===== src/rtl/tpu_result_drain.sv =====
// tpu_result_drain: walks the C result buffer in address order and streams
// each 128-bit word to the host as 32-bit beats over valid/ready.
// Build option: TPU_DRAIN_SKIP_PAD_EN drops zero-padded lanes (columns >= N)
// in the last column tile. The default build emits all four lanes of every word.
//
// state  | meaning
// -------+----------------------------------------------------------
// IDLE   | waiting for start; M/N and word count captured on start
// RD     | C_rd_en high for one cycle at the current address
// CAP    | read data lands in the hold register, lane reset to 0
// SEND   | present hold lanes one per handshake
// DONE   | one-cycle done pulse, then back to IDLE
module tpu_result_drain #(
    parameter int ADDR_BITS  = 16,
    parameter int DATA_BITS  = 32,
    parameter int DATAC_BITS = 128
) (
    input  logic                  clk,
    input  logic                  rst,
    input  logic                  start,
    input  logic [7:0]            M,
    input  logic [7:0]            N,
    output logic                  busy,
    output logic                  done,
    output logic                  C_rd_en,
    output logic [ADDR_BITS-1:0]  C_index,
    input  logic [DATAC_BITS-1:0] C_data_out,
    output logic                  out_valid,
    input  logic                  out_ready,
    output logic [DATA_BITS-1:0]  out_data,
    output logic                  out_last
);

    typedef enum logic [2:0] {
        S_IDLE,
        S_RD,
        S_CAP,
        S_SEND,
        S_DONE
    } state_t;

    state_t                state;
    state_t                state_nxt;
    logic [ADDR_BITS-1:0]  addr;
    logic [ADDR_BITS-1:0]  words;
    logic [DATAC_BITS-1:0] hold;
    logic [1:0]            lane;
    logic [1:0]            last_lane;
    logic [6:0]            ntiles_in;
    logic [ADDR_BITS-1:0]  words_in;
    logic                  word_last;
    logic                  lane_last;
    logic                  hs;

    // ceil(N/4) column tiles; W = M * tiles fits in 16 bits for 8-bit M/N
    assign ntiles_in = 7'((9'(N) + 9'd3) >> 2);
    assign words_in  = ADDR_BITS'(M) * ADDR_BITS'(ntiles_in);
    assign word_last = (addr == words - ADDR_BITS'(1));
    assign hs        = (state == S_SEND) && out_ready;
    assign lane_last = (lane == last_lane);

`ifdef TPU_DRAIN_SKIP_PAD_EN
    logic [7:0] m_rows;
    logic [7:0] n_cols;
    logic [7:0] m_cnt;
    logic [6:0] ntiles;
    logic [6:0] ntile;

    // Only the last column tile is short: it ends at lane (N-1) mod 4
    assign last_lane = (ntile == ntiles - 7'd1) ? 2'(n_cols - 8'd1) : 2'd3;

    // Row/tile position of the current word; m wraps at M and bumps the tile
    always_ff @(posedge clk) begin
        if (rst) begin
            m_rows <= '0;
            n_cols <= '0;
            m_cnt  <= '0;
            ntiles <= '0;
            ntile  <= '0;
        end else if (state == S_IDLE && start) begin
            m_rows <= M;
            n_cols <= N;
            ntiles <= ntiles_in;
            m_cnt  <= '0;
            ntile  <= '0;
        end else if (hs && lane_last && !word_last) begin
            if (m_cnt == m_rows - 8'd1) begin
                m_cnt <= '0;
                ntile <= ntile + 7'd1;
            end else begin
                m_cnt <= m_cnt + 8'd1;
            end
        end
    end
`else
    assign last_lane = 2'd3;
`endif

    // State register
    always_ff @(posedge clk) begin
        if (rst) begin
            state <= S_IDLE;
        end else begin
            state <= state_nxt;
        end
    end

    // Next-state logic
    always_comb begin
        state_nxt = state;
        case (state)
            S_IDLE: begin
                if (start) begin
                    state_nxt = (M == 8'd0 || N == 8'd0) ? S_DONE : S_RD;
                end
            end
            S_RD:   state_nxt = S_CAP;
            S_CAP:  state_nxt = S_SEND;
            S_SEND: begin
                if (hs && lane_last) begin
                    state_nxt = word_last ? S_DONE : S_RD;
                end
            end
            S_DONE: state_nxt = S_IDLE;
            default: state_nxt = S_IDLE;
        endcase
    end

    // Address, word count, hold register and lane pointer
    always_ff @(posedge clk) begin
        if (rst) begin
            addr  <= '0;
            words <= '0;
            hold  <= '0;
            lane  <= '0;
        end else begin
            case (state)
                S_IDLE: begin
                    if (start) begin
                        addr  <= '0;
                        words <= words_in;
                    end
                end
                S_CAP: begin
                    hold <= C_data_out;
                    lane <= '0;
                end
                S_SEND: begin
                    if (out_ready) begin
                        if (lane_last) begin
                            if (!word_last) begin
                                addr <= addr + ADDR_BITS'(1);
                            end
                        end else begin
                            lane <= lane + 2'd1;
                        end
                    end
                end
                default: ;
            endcase
        end
    end

    // Moore outputs; lane 0 is the most significant 32 bits of the word
    always_comb begin
        busy      = (state == S_RD) || (state == S_CAP) || (state == S_SEND);
        done      = (state == S_DONE);
        C_rd_en   = (state == S_RD);
        C_index   = (state == S_RD) ? addr : '0;
        out_valid = (state == S_SEND);
        out_data  = '0;
        out_last  = 1'b0;
        if (state == S_SEND) begin
            out_data = hold[DATAC_BITS - 1 - DATA_BITS * int'(lane) -: DATA_BITS];
            out_last = lane_last && word_last;
        end
    end

endmodule


===== config.mk =====
export PLATFORM = sky130hd
export DESIGN_NAME = tpu_result_drain
export DESIGN_NICKNAME = d
export VERILOG_FILES = /design/src/rtl/tpu_result_drain.sv
export SDC_FILE = /design/constraint.sdc
export NUM_CORES = 1
export LEC_CHECK = 0
export BUFFER_PORTS_ARGS = -buffer_cell sky130_fd_sc_hd__buf_2
export CAP_MARGIN = 20
export CORE_MARGIN = 2
export CORE_UTILIZATION = 35
export DETAILED_ROUTE_END_ITERATION = 10
export PLACE_DENSITY_LB_ADDON = 0.15
export SLEW_MARGIN = 20
export SYNTH_ARGS = -nofsm -noshare
export SYNTH_HDL_FRONTEND = slang
export SYNTH_SLANG_ARGS = --single-unit

===== constraint.sdc =====
create_clock -name clk -period 5.99 [get_ports clk]
set_input_delay 0.599 -clock clk [delete_from_list [all_inputs] [get_ports clk]]
set_output_delay 0.599 -clock clk [all_outputs]
set_load 0.02 [all_outputs]

==> results by group, run 1 <==
Timing
  – Final period utilization: 0.839
  – Final WS setup: 0.962 ns
  – Setup_tns: 0 ns
  – Pins Over Slew Limit: 0
  – RSZ-0062 raised after global routing: false
  – Final setup vio count: 0
  – Hold Fails Final Rpt: 0
  – Slew margin rel.: 0.288
  – Clk_skew: 0.0169 ns
  – Period minus WS final: about 5.0 ns
  – Fmax: between 0.15 and 0.2 GHz
  – Tightest Pin Transition: around 1.1 ns

Clocking
  – Clk root buf: clkbuf_16
  – Clk sink count: 164
  – H-tree depth: 4
  – Worst-skew pair later-pin latency: ~0.43 ns
  – Setup bufs post-CTS: 0
  – Post-CTS Hold Buffers: 0
  – Total CTS buffers: 17
  – CTS tree: yes
  – Worst-case clock buffer depth: 2
  – Resize count post-CTS: 0
  – Clock transition at the registers of the reported paths: 0.07 ns

Synth
  – Synth Area in Compound Gates: 0.128
  – Synth area leaders: dfxtp_1, nand2_1, a21oi_1, mux4_2, fa_1
  – #FFs+latches synth: 164
  – Synth Area in Simple Gates: 0.258
  – Top cell type's share of synthesized area: 0.341
  – Ys async rst share: 0
  – Number of distinct library cells after synthesis: 55
  – Mux cell area share after synthesis: 0.0822
  – Synth area leader: dfxtp_1
  – Cells after Synth: 1164
  – Post-synthesis sequential area ratio: 0.341
  – EDFF count, synth: 0
  – Post-Syn Area per Cell: 8.26 um^2
  – Syn_nets: roughly 1.4k
  – Synth warn: 0
  – Syn Std Cell Area: 9610 um^2
  – Synth Area in Adders: 0.107
  – Post-Synth XOR/XNOR Area: 0.0346
  – Main combinational cell family by area after synthesis: simple AND/OR/NAND/NOR gates
  – Synth Flop Type: dfxtp_1

Pwr
  – Clock power frac: 0.307
  – Flop pwr share: 0.364
  – Power per cell area: 312 nW/um^2
  – Final Power: ~0.0036 W
  – Total net switching power: roughly 0.0013 W
  – Max VDD drop: between 150 and 200 uV
  – Internal: 0.00227 W
  – P_leak: 4.72 nW
  – Combinational share of power: 0.329
  – Switching share of power: 0.363

Routing
  – Starting DRT DRC Count: 518
  – Initial DRT Pass Iterations: 5
  – DR DRC count: 0
  – Routed len/inst: 15.4 um
  – Total wire length: 25.8 mm
  – DR vias/cell: 4.99
  – DR vias: around 8.4k
  – ANT nets after route: 0

Worst setup path
  – Worst endpoint required time: 6.34 ns
  – Reg2reg setup slack: 2.97 ns
  – CP Max Fanout: 8
  – Register-to-Register Path Depth: 8
  – CP most frequent cell: fa_1
  – CP max stage cell: fa_1
  – CP Cell Sequence: buf_2 > o21a_1 > nand3_1 > nor2_1 > nand2_1 > xor2_1 > buf_4 > nand2b_1 > fa_1 > fa_1 > inv_1 > fa_1 > inv_1 > fa_1 > inv_1 > ha_1 > a21oi_1 > o21ai_0 > a211oi_1 > xnor2_1 > nand2_1 > a21oi_1
  – Worst EP arrival: around 5.4 ns
  – Worst stage delay on the critical path: 0.54 ns
  – CP Launch Type: input port
  – Crit Path Category: in2reg
  – CP endpoint kind: flip-flop

Cells and area
  – Fraction of layout cells with a size suffix above 1: 0.223
  – FILL cells: 2798
  – Finished layout cell area: 11400 um^2
  – Final core utilization: 0.424
  – Nets: 1531
  – Storage cell area: 3290 um^2
  – Syn-to-layout area delta: 18.9%
  – Multi-input logic area: 5880 um^2

Place
  – Worst slack at placement: 0.527 ns
  – Final GP Congestion: about 0.84
  – Cell Area, Placed: 10800 um^2
  – Detail Placement HPWL: 18.2 mm
  – I/O Buffers: 200

Floorplan
  – Num rows: 60
  – Height of the die: between 150 and 200 um
  – Chip width: 170 um
  – Die area: 28800 um^2
  – Initial Util: 0.357
  – Core Footprint: 27000 um^2
  – Number of I/O pins: 201

Global route
  – Vias in the first global route: 8033
  – Largest net degree at the start of global routing: between 80 and 90
  – Congestion Overflow GR: 0
  – Initial antenna violation count: 1
  – Tot GR Track Use: 0.180
  – First-pass GRT wire length: 41.8 mm

Min path
  – Hold crit path type: in2reg
  – Hold path depth: 3

Outcome
  – Status: completed

Run
  – Max cap viols: 0
-- worst max-delay path: cells and delay by family --
kind	cells	cell delay, ns
AOI/OAI and AO/OA	5	1.03
xor gates and xnor gates	2	0.29
adders and majority gates	5	2.40
buffers and inverters	5	0.40
and+or+nand+nor	5	0.64
-- state kept, by name, summed over array words and instances, names as in the netlist --
name / flops
words: 15
hold: 128
state: 3
lane: 2
addr: 16
-- path summary, 6_finish.rpt --
path | start | endpoint
max | N[0] | words[12]
min | C_data_out[77] | hold[77]
max reg2reg | words[2] | addr[10]
min reg2reg | hold[90] | hold[90]
-- final cells by class --
class	count	area share
flip-flops and latches	164	0.287
clock buffers	18	0.0384
multi-input cells	884	0.515
diodes	1	0.000219
well taps	341	0.0373
inverters	39	0.0128
clock inverters	14	0.0136
repair buffers	212	0.0957
-- logic make-up (layout without fill, tap and decap cells) --
family,count (synthesis),count (layout)
compound gates,215,215
fa+ha+maj,65,65
flops,164,164
simple gates,527,527
mux,39,39
other cells,0,1
buf+inv,116,283
xor+xnor,38,38
-- layout by cell type (no fill, tap or decap), types with 3 or more instances in the layout --
master     instances
nand2_1          316
buf_2            199
a21oi_1          168
dfxtp_1          162
nor2b_1           69
inv_1             39
ha_1              36
mux4_2            32
fa_1              29
xnor2_1           28
and2_1            28
nor2_1            26
clkbuf_16         17
nand3_1           14
buf_4             13
xor2_1            10
nand2b_1          10
and3_1             9
nor3_1             9
nor4_1             9
nand4_1            8
mux2i_1            7
or3_1              6
a21o_1             6
a31o_1             6
nand3b_1           5
a211oi_1           5
a311oi_1           4
o31ai_1            4
inv_6              4
inv_8              4
or2_2              3
o21ai_0            3
clkinv_4           3
-- per-stage QoR --
stage          hold slack [ns]  cells
2_1_floorplan            0.433   1164
3_3_place_gp             0.441   1640
3_5_place_dp             0.443   1640
4_1_cts                  0.377   1672
5_1_grt                  0.373   1673
6_report                 0.395   1673
-- synthesized netlist by cell type (5+ instances only) --
master      n
nand2_1   316
a21oi_1   168
dfxtp_1   164
nor2b_1    69
clkbuf_1   68
inv_1      39
ha_1       36
mux4_2     32
fa_1       29
and2_1     28
xnor2_1    28
nor2_1     27
nand3_1    14
nand2b_1   10
nor3_1     10
xor2_1     10
and3_1      9
nor4_1      9
nand4_1     8
mux2i_1     7
or3_1       7
a21o_1      6
a31o_1      6
a211oi_1    5
nand3b_1    5
-- routing by layer --
layer / wire [um] / up-vias / global-route usage
met3: 987 / 20 / 0.0280
met4: 310 / 0 / 0.0472
li1: - / 4216 / -
met2: 11900 / 174 / 0.291
met5: 0 / - / 0
met1: 12600 / 3940 / 0.252
-- power by group through the flow --
stage / sequential (W) / clock [W] / combinational, W
after detailed placement: 0.00132 / 0 / 0.00118
after CTS: 0.00130 / 0.00112 / 0.00119
final: 0.00130 / 0.00109 / 0.00118
after global placement: 0.00132 / 0 / 0.00118
after floorplan: 0.00127 / 0 / 0.000963
after global routing: 0.00132 / 0.00117 / 0.00134
Power figures use the tool's default switching activity.
==> run 2, diff against run 1 <==
Clock period 5.99 ns to 4.9 ns, I/O delays scaled along.
==> run 2 against run 1 <==
  * Critical path depth is 1 lower
  * Global-route usage is 0.068 points lower
  * Final cell count is 1.4% higher
  * Sequential share of layout area is 0.46 points lower
  * Wire length is 0.64% higher
  * Count of clock-buffer cells in the layout stayed put
  * Clock skew is 0.0015 ns higher
  * Register-to-register slack worse by 1.1 ns
  * First-iteration DRC count is 15% higher
==> results by group, run 2 (synthesis results as in run 1) <==
Run
  – Max cap viols: 0 (unchanged)

Routing
  – Initial DRT Pass Iterations: 5 (unchanged)
  – ANT nets after route: 0 (unchanged)
  – Total wire length: 26.0 mm (+0.64%)
  – DR DRC count: 0 (unchanged)
  – DR vias: 8458 (+1.3%)
  – DR vias/cell: 4.98 (-0.14%)
  – Starting DRT DRC Count: 597 (+15%)
  – Routed len/inst: 15.3 um (-0.78%)

Clocking
  – Worst-skew pair later-pin latency: 0.44 ns (about the same)
  – Clk sink count: 164 (unchanged)
  – Setup bufs post-CTS: 0 (unchanged)
  – Worst-case clock buffer depth: 2 (unchanged)
  – CTS tree: yes
  – Clock transition at the registers of the reported paths: 0.08 ns (about the same)
  – Post-CTS Hold Buffers: 0 (unchanged)
  – Total CTS buffers: 17 (unchanged)
  – Clk root buf: clkbuf_16
  – H-tree depth: 4 (unchanged)

Place
  – Worst slack at placement: -0.211 ns (-0.738 ns)
  – Detail Placement HPWL: 18.4 mm (+1.1%)
  – I/O Buffers: 200 (unchanged)
  – Final GP Congestion: 0.794 (-5.4%)
  – Cell Area, Placed: 11000 um^2 (+1.7%)
  – Placed Instances: 1664 (+1.5%)

Timing
  – Final setup vio count: 0 (unchanged)
  – Setup_tns: 0 ns (unchanged)
  – Period minus WS final: 4.58 ns
  – Final WS setup: 0.325 ns (-0.638 ns)
  – Slew margin rel.: 0.311 (+0.0227)
  – Fmax: 0.219 GHz
  – WHS: 0.281 ns (-0.114 ns)
  – Tightest Pin Transition: 1.03 ns (-0.0340 ns)
  – Final period utilization: 0.934
  – Hold Fails Final Rpt: 0 (unchanged)
  – Pins Over Slew Limit: 0 (unchanged)
  – RSZ-0062 raised after global routing: false
  – Clk_skew: 0.0184 ns (+0.00152 ns)

Worst setup path
  – CP Max Fanout: 3 (-5)
  – CP Launch Type: input port
  – Worst stage delay on the critical path: 0.54 ns (about the same)
  – Worst path top cell family by delay: adder cells
  – Worst EP arrival: 4.92 ns (-0.45 ns)
  – Crit Path Category: in2reg
  – Worst r2r src: words[2]
  – Crit path buffers/inverters: 5 (unchanged)
  – Worst endpoint required time: 5.25 ns (-1.09 ns)
  – CP endpoint kind: flip-flop
  – CP Cell Sequence: buf_2 > o21a_1 > nand3_1 > nor2_1 > buf_4 > and3_1 > and2_1 > fa_1 > fa_1 > fa_1 > inv_1 > fa_1 > inv_1 > ha_1 > a21oi_1 > o31ai_1 > buf_4 > a211oi_1 > xnor2_1 > nand2_1 > a21oi_1
  – CP max stage cell: fa_1
  – Critical Path Source: N[0]
  – CP most frequent cell: fa_1

Cells and area
  – Commonest non-fill, non-tap cell in the layout: nand2_1
  – Largest regs: hold (128), addr (16), words (15)
  – Top reg by flops: hold
  – Nets: 1555 (+1.6%)
  – Final cell count without fillers: 1697 (+1.4%)
  – Most frequent cells in the layout: nand2_1, buf_2, a21oi_1
  – Syn-to-layout area delta: 20.8%
  – Finished layout cell area: 11600 um^2 (+1.6%)
  – Fraction of layout cells with a size suffix above 1: 0.237 (+0.0138)
  – Flip-flop count of the largest register after layout: 128 (unchanged)

Floorplan
  – Core Footprint: 27000 um^2 (unchanged)
  – Number of I/O pins: 201 (unchanged)
  – Chip width: 170 um (unchanged)
  – Height of the die: 170 um (unchanged)
  – Die area: 28800 um^2 (unchanged)
  – Initial Util: 0.357 (unchanged)
  – Num rows: 60 (unchanged)

Outcome
  – Status: completed

Global route
  – Congestion Overflow GR: 0 (unchanged)
  – Largest net degree at the start of global routing: 93 (+4.5%)
  – First-pass GRT wire length: 41.7 mm (-0.25%)
  – Initial antenna violation count: 2 (+1)
  – Vias in the first global route: 7943 (-1.1%)
  – Tot GR Track Use: 0.180 (-0.000675)

Pwr
  – Max VDD drop: 204 uV (+16%)
  – Power per cell area: 383 nW/um^2 (+23%)
  – P_leak: 4.84 nW (+2.5%)

Min path
  – Hold wc startpoint: C_data_out[18]
  – Hold crit path type: in2reg
## run 2: final cells by class
cell class                      count  area, um^2
Clock inverter                     14         158
Tap cell                          341         427
Timing Repair Buffer              236        1270
Fill cell                        2767       15300
Sequential cell                   164        3290
Multi-Input combinational cell    884        5890
Antenna cell                        1        2.50
Clock buffer                       18         439
Inverter                           39         146
## run 2: path summary, 6_finish.rpt
check | to | slack [ns] | cells after the start
hold reg to reg | hold[92] | 0.45 | 2
setup / recovery | words[11] | 0.32 | 21
setup reg to reg | addr[2] | 1.86 | 8
hold / removal | hold[18] | 0.28 | 3
## run 2: report_power, final
| group | total (W) | switching [W] | leakage, nW | internal (W) |
|---|---|---|---|---|
| logic | 0.00153 | 0.000844 | 3.21 | 0.000685 |
| registers | 0.00158 | 0.000115 | 1.34 | 0.00147 |
| clock network | 0.00134 | 0.000643 | 0.291 | 0.000696 |
## run 2: per-stage QoR
step	utilization	total power [W]
final	0.431	0.00445
after global routing	0.431	0.00477
after CTS	0.431	0.00450
after detailed placement	0.409	0.00316
after global placement	0.409	0.00314
after floorplan	-	0.00274
## run 2: per-layer routing
metal | up-vias | part of all wire | global-route usage | wire length, um
met5 | - | 0.00027 | 0 | 7
met4 | 2 | 0.012 | 0.0446 | 306
met3 | 20 | 0.050 | 0.0326 | 1290
met2 | 207 | 0.45 | 0.283 | 11800
met1 | 3962 | 0.49 | 0.254 | 12600
li1 | 4267 | - | - | -
## run 2: timing repair
action / 4_1_cts / 5_1_grt
hold endpoints to repair: 0 / 0
resized for setup: 0 / 1
endpoints found under the setup margin: 0 / 2
## run 2: tightest hold or removal path: stages
cell,delay (ns)
buf_2,0.10
nand2_1,0.04
a21oi_1,0.05
==> run 3, diff against run 2 <==
Settings changed: PLACE_DENSITY set to 0.58, PLACE_DENSITY_LB_ADDON 0.15 to not set.
==> run 3 against run 2 <==
  * Critical path depth is the same
  * Hold slack gained 0.0046 ns
  * Sequential cell count is the same
  * Setup slack gained 0.0049 ns
  * Critical path type unchanged
==> results by group, run 3 (synthesis results as in run 1) <==
Floorplan
  – Height of the die: 170 um (unchanged)
  – Num rows: 60 (unchanged)
  – Chip width: 170 um (unchanged)
  – Core Footprint: 27000 um^2 (unchanged)
  – Die area: 28800 um^2 (unchanged)
  – Initial Util: 0.357 (unchanged)
  – Number of I/O pins: 201 (unchanged)

Global route
  – Initial antenna violation count: 2 (unchanged)
  – Vias in the first global route: 7864 (-0.99%)
  – Congestion Overflow GR: 0 (unchanged)
  – First-pass GRT wire length: 40.1 mm (-3.7%)
  – Largest net degree at the start of global routing: 86 (-7.5%)
  – Tot GR Track Use: 0.173 (-0.00637)

Cells and area
  – Fraction of layout cells with a size suffix above 1: 0.238 (+0.00148)
  – Top reg by flops: hold
  – Syn-to-layout area delta: 21.3%
  – Most frequent cells in the layout: nand2_1, buf_2, a21oi_1
  – Commonest non-fill, non-tap cell in the layout: nand2_1
  – Largest regs: hold (128), addr (16), words (15)
  – Multi-input logic area: 5900 um^2 (+0.15%)
  – Flip-flop count of the largest register after layout: 128 (unchanged)
  – FILL cells: 2774 (+0.25%)
  – Nets: 1555 (unchanged)
  – Finished layout cell area: 11700 um^2 (+0.40%)
  – Storage cell area: 3290 um^2 (unchanged)

Timing
  – Fmax: 0.219 GHz (+0.11%)
  – Final period utilization: 0.933 (-0.000991)
  – Pins Over Slew Limit: 0 (unchanged)
  – Tightest Pin Transition: 0.958 ns (-0.0755 ns)
  – Setup_tns: 0 ns (unchanged)
  – Period minus WS final: 4.57 ns (-0.00486 ns)
  – Hold Fails Final Rpt: 0 (unchanged)
  – Slew margin rel.: 0.358 (+0.0473)
  – Final setup vio count: 0 (unchanged)
  – Clk_skew: 0.0161 ns (-0.00228 ns)

Pwr
  – P_leak: 4.85 nW (+0.29%)
  – Power per cell area: 387 nW/um^2 (+1.1%)
  – Max VDD drop: 211 uV (+3.8%)

Routing
  – DR DRC count: 0 (unchanged)
  – ANT nets after route: 0 (unchanged)
  – Starting DRT DRC Count: 511 (-14%)
  – Routed len/inst: 14.8 um (-3.2%)
  – Total wire length: 25.2 mm (-3.2%)
  – Initial DRT Pass Iterations: 5 (unchanged)
  – DR vias/cell: 4.98 (about the same)
  – DR vias: 8461 (+0.035%)

Worst setup path
  – Crit Path Category: in2reg
  – Worst r2r src: words[2]
  – Worst path top cell family by delay: adder cells
  – Reg2reg setup slack: 1.91 ns (+0.05 ns)
  – CP Max Fanout: 3 (unchanged)
  – Register-to-Register Path Depth: 8 (unchanged)
  – Worst stage delay on the critical path: 0.54 ns (about the same)
  – Worst EP arrival: 4.91 ns (about the same)
  – CP endpoint kind: flip-flop
  – Reg2Reg Capture Point: addr[13]
  – Worst endpoint required time: 5.24 ns (about the same)
  – WP depth: 21 (unchanged)
  – CP Cell Sequence: buf_2 > o21a_1 > nand3_1 > nor2_1 > buf_4 > and3_1 > and2_1 > fa_1 > fa_1 > fa_1 > inv_1 > fa_1 > inv_1 > ha_1 > a21oi_1 > o31ai_1 > buf_4 > a211oi_1 > xnor2_1 > nand2_1 > a21oi_1
  – Crit path buffers/inverters: 5 (unchanged)
  – CP max stage cell: fa_1
  – CP most frequent cell: fa_1
  – CP Launch Type: input port

Clocking
  – Worst-skew pair later-pin latency: 0.43 ns (about the same)
  – Clk sink count: 164 (unchanged)
  – Setup bufs post-CTS: 0 (unchanged)
  – CTS tree: yes
  – Clock transition at the registers of the reported paths: 0.08 ns (about the same)
  – Total CTS buffers: 17 (unchanged)
  – Clk root buf: clkbuf_16
  – H-tree depth: 4 (unchanged)
  – Worst-case clock buffer depth: 2 (unchanged)

Place
  – I/O Buffers: 200 (unchanged)
  – Detail Placement HPWL: 17.9 mm (-2.8%)
  – Final GP Congestion: 0.834 (+5.0%)
  – Cell Area, Placed: 11000 um^2 (unchanged)

Outcome
  – Status: completed

Min path
  – Hold wc startpoint: C_data_out[81]
  – Hold crit path type: in2reg
  – Hold path depth: 3 (unchanged)
  – Hold Path End: hold[81]

Run
  – Max cap viols: 0 (unchanged)
## run 3: cell count changes in the layout (fill, tap and decap cells not counted)
cell / delta
a21oi_2: +1
inv_8: +2
a211oi_2: +1
diode_2: +1
a21oi_1: -1
bufinv_16: +1
a211oi_1: -1
clkinvlp_4: +1
clkinv_4: -3
clkbuf_8: -1
inv_12: +2
inv_6: -2
## run 3: where the power goes
part / internal, W / switching (W) / leakage [nW]
logic: 0.000690 / 0.000838 / 3.21
registers: 0.00147 / 0.000112 / 1.34
clock network: 0.000748 / 0.000660 / 0.303
total: 0.00290 / 0.00161 / 4.85
## run 3: what timing repair did
item,CTS,global route
hold endpoints to repair,0,0
hold buffers,0,0
setup endpoints to repair,0,2
gates resized for setup,0,3
## run 3: worst max path at each step
stage          from         to  slack, ns
2_1_floorplan  N[0]  words[12]       0.05
3_3_place_gp   N[0]  words[14]      -0.13
3_5_place_dp   N[0]  words[14]      -0.18
4_1_cts        N[0]  words[14]       0.27
5_1_grt        N[0]  words[12]      -0.03
6_report       N[0]  words[11]       0.33
## run 3: layout make-up
type / count / area share
diodes: 2 / 0.000429
clock buffers: 17 / 0.0365
clock inverters: 15 / 0.0177
inverters: 39 / 0.0125
multi-input cells: 884 / 0.505
flip-flops and latches: 164 / 0.282
well taps: 341 / 0.0366
repair buffers: 236 / 0.109
## run 3: worst min-delay path: cells and delay by family
kind	cells	cell delay [ns]
buffers and inverters	1	0.10
AO/OA/AOI/OAI	1	0.05
AND/OR/NAND/NOR	1	0.05
## run 3: through the flow
stage,cells,hold WS (ns),worst slack (ns),total power (W),util
6_report,1698,0.286,0.329,0.00451,0.433
5_1_grt,1698,0.261,-0.0268,0.00484,0.433
4_1_cts,1696,0.268,0.272,0.00457,0.432
2_1_floorplan,1164,0.433,0.0455,0.00274,-
3_5_place_dp,1664,0.443,-0.178,0.00314,0.409
3_3_place_gp,1664,0.440,-0.125,0.00313,0.409
## run 3: metal layers
metal	share of wire	wire length (um)	up-vias	global-route usage
met5	0	0	-	0
met4	0.020	492	0	0.0565
met3	0.041	1030	29	0.0282
met2	0.47	11900	187	0.286
met1	0.47	11700	3988	0.231
li1	-	-	4257	-
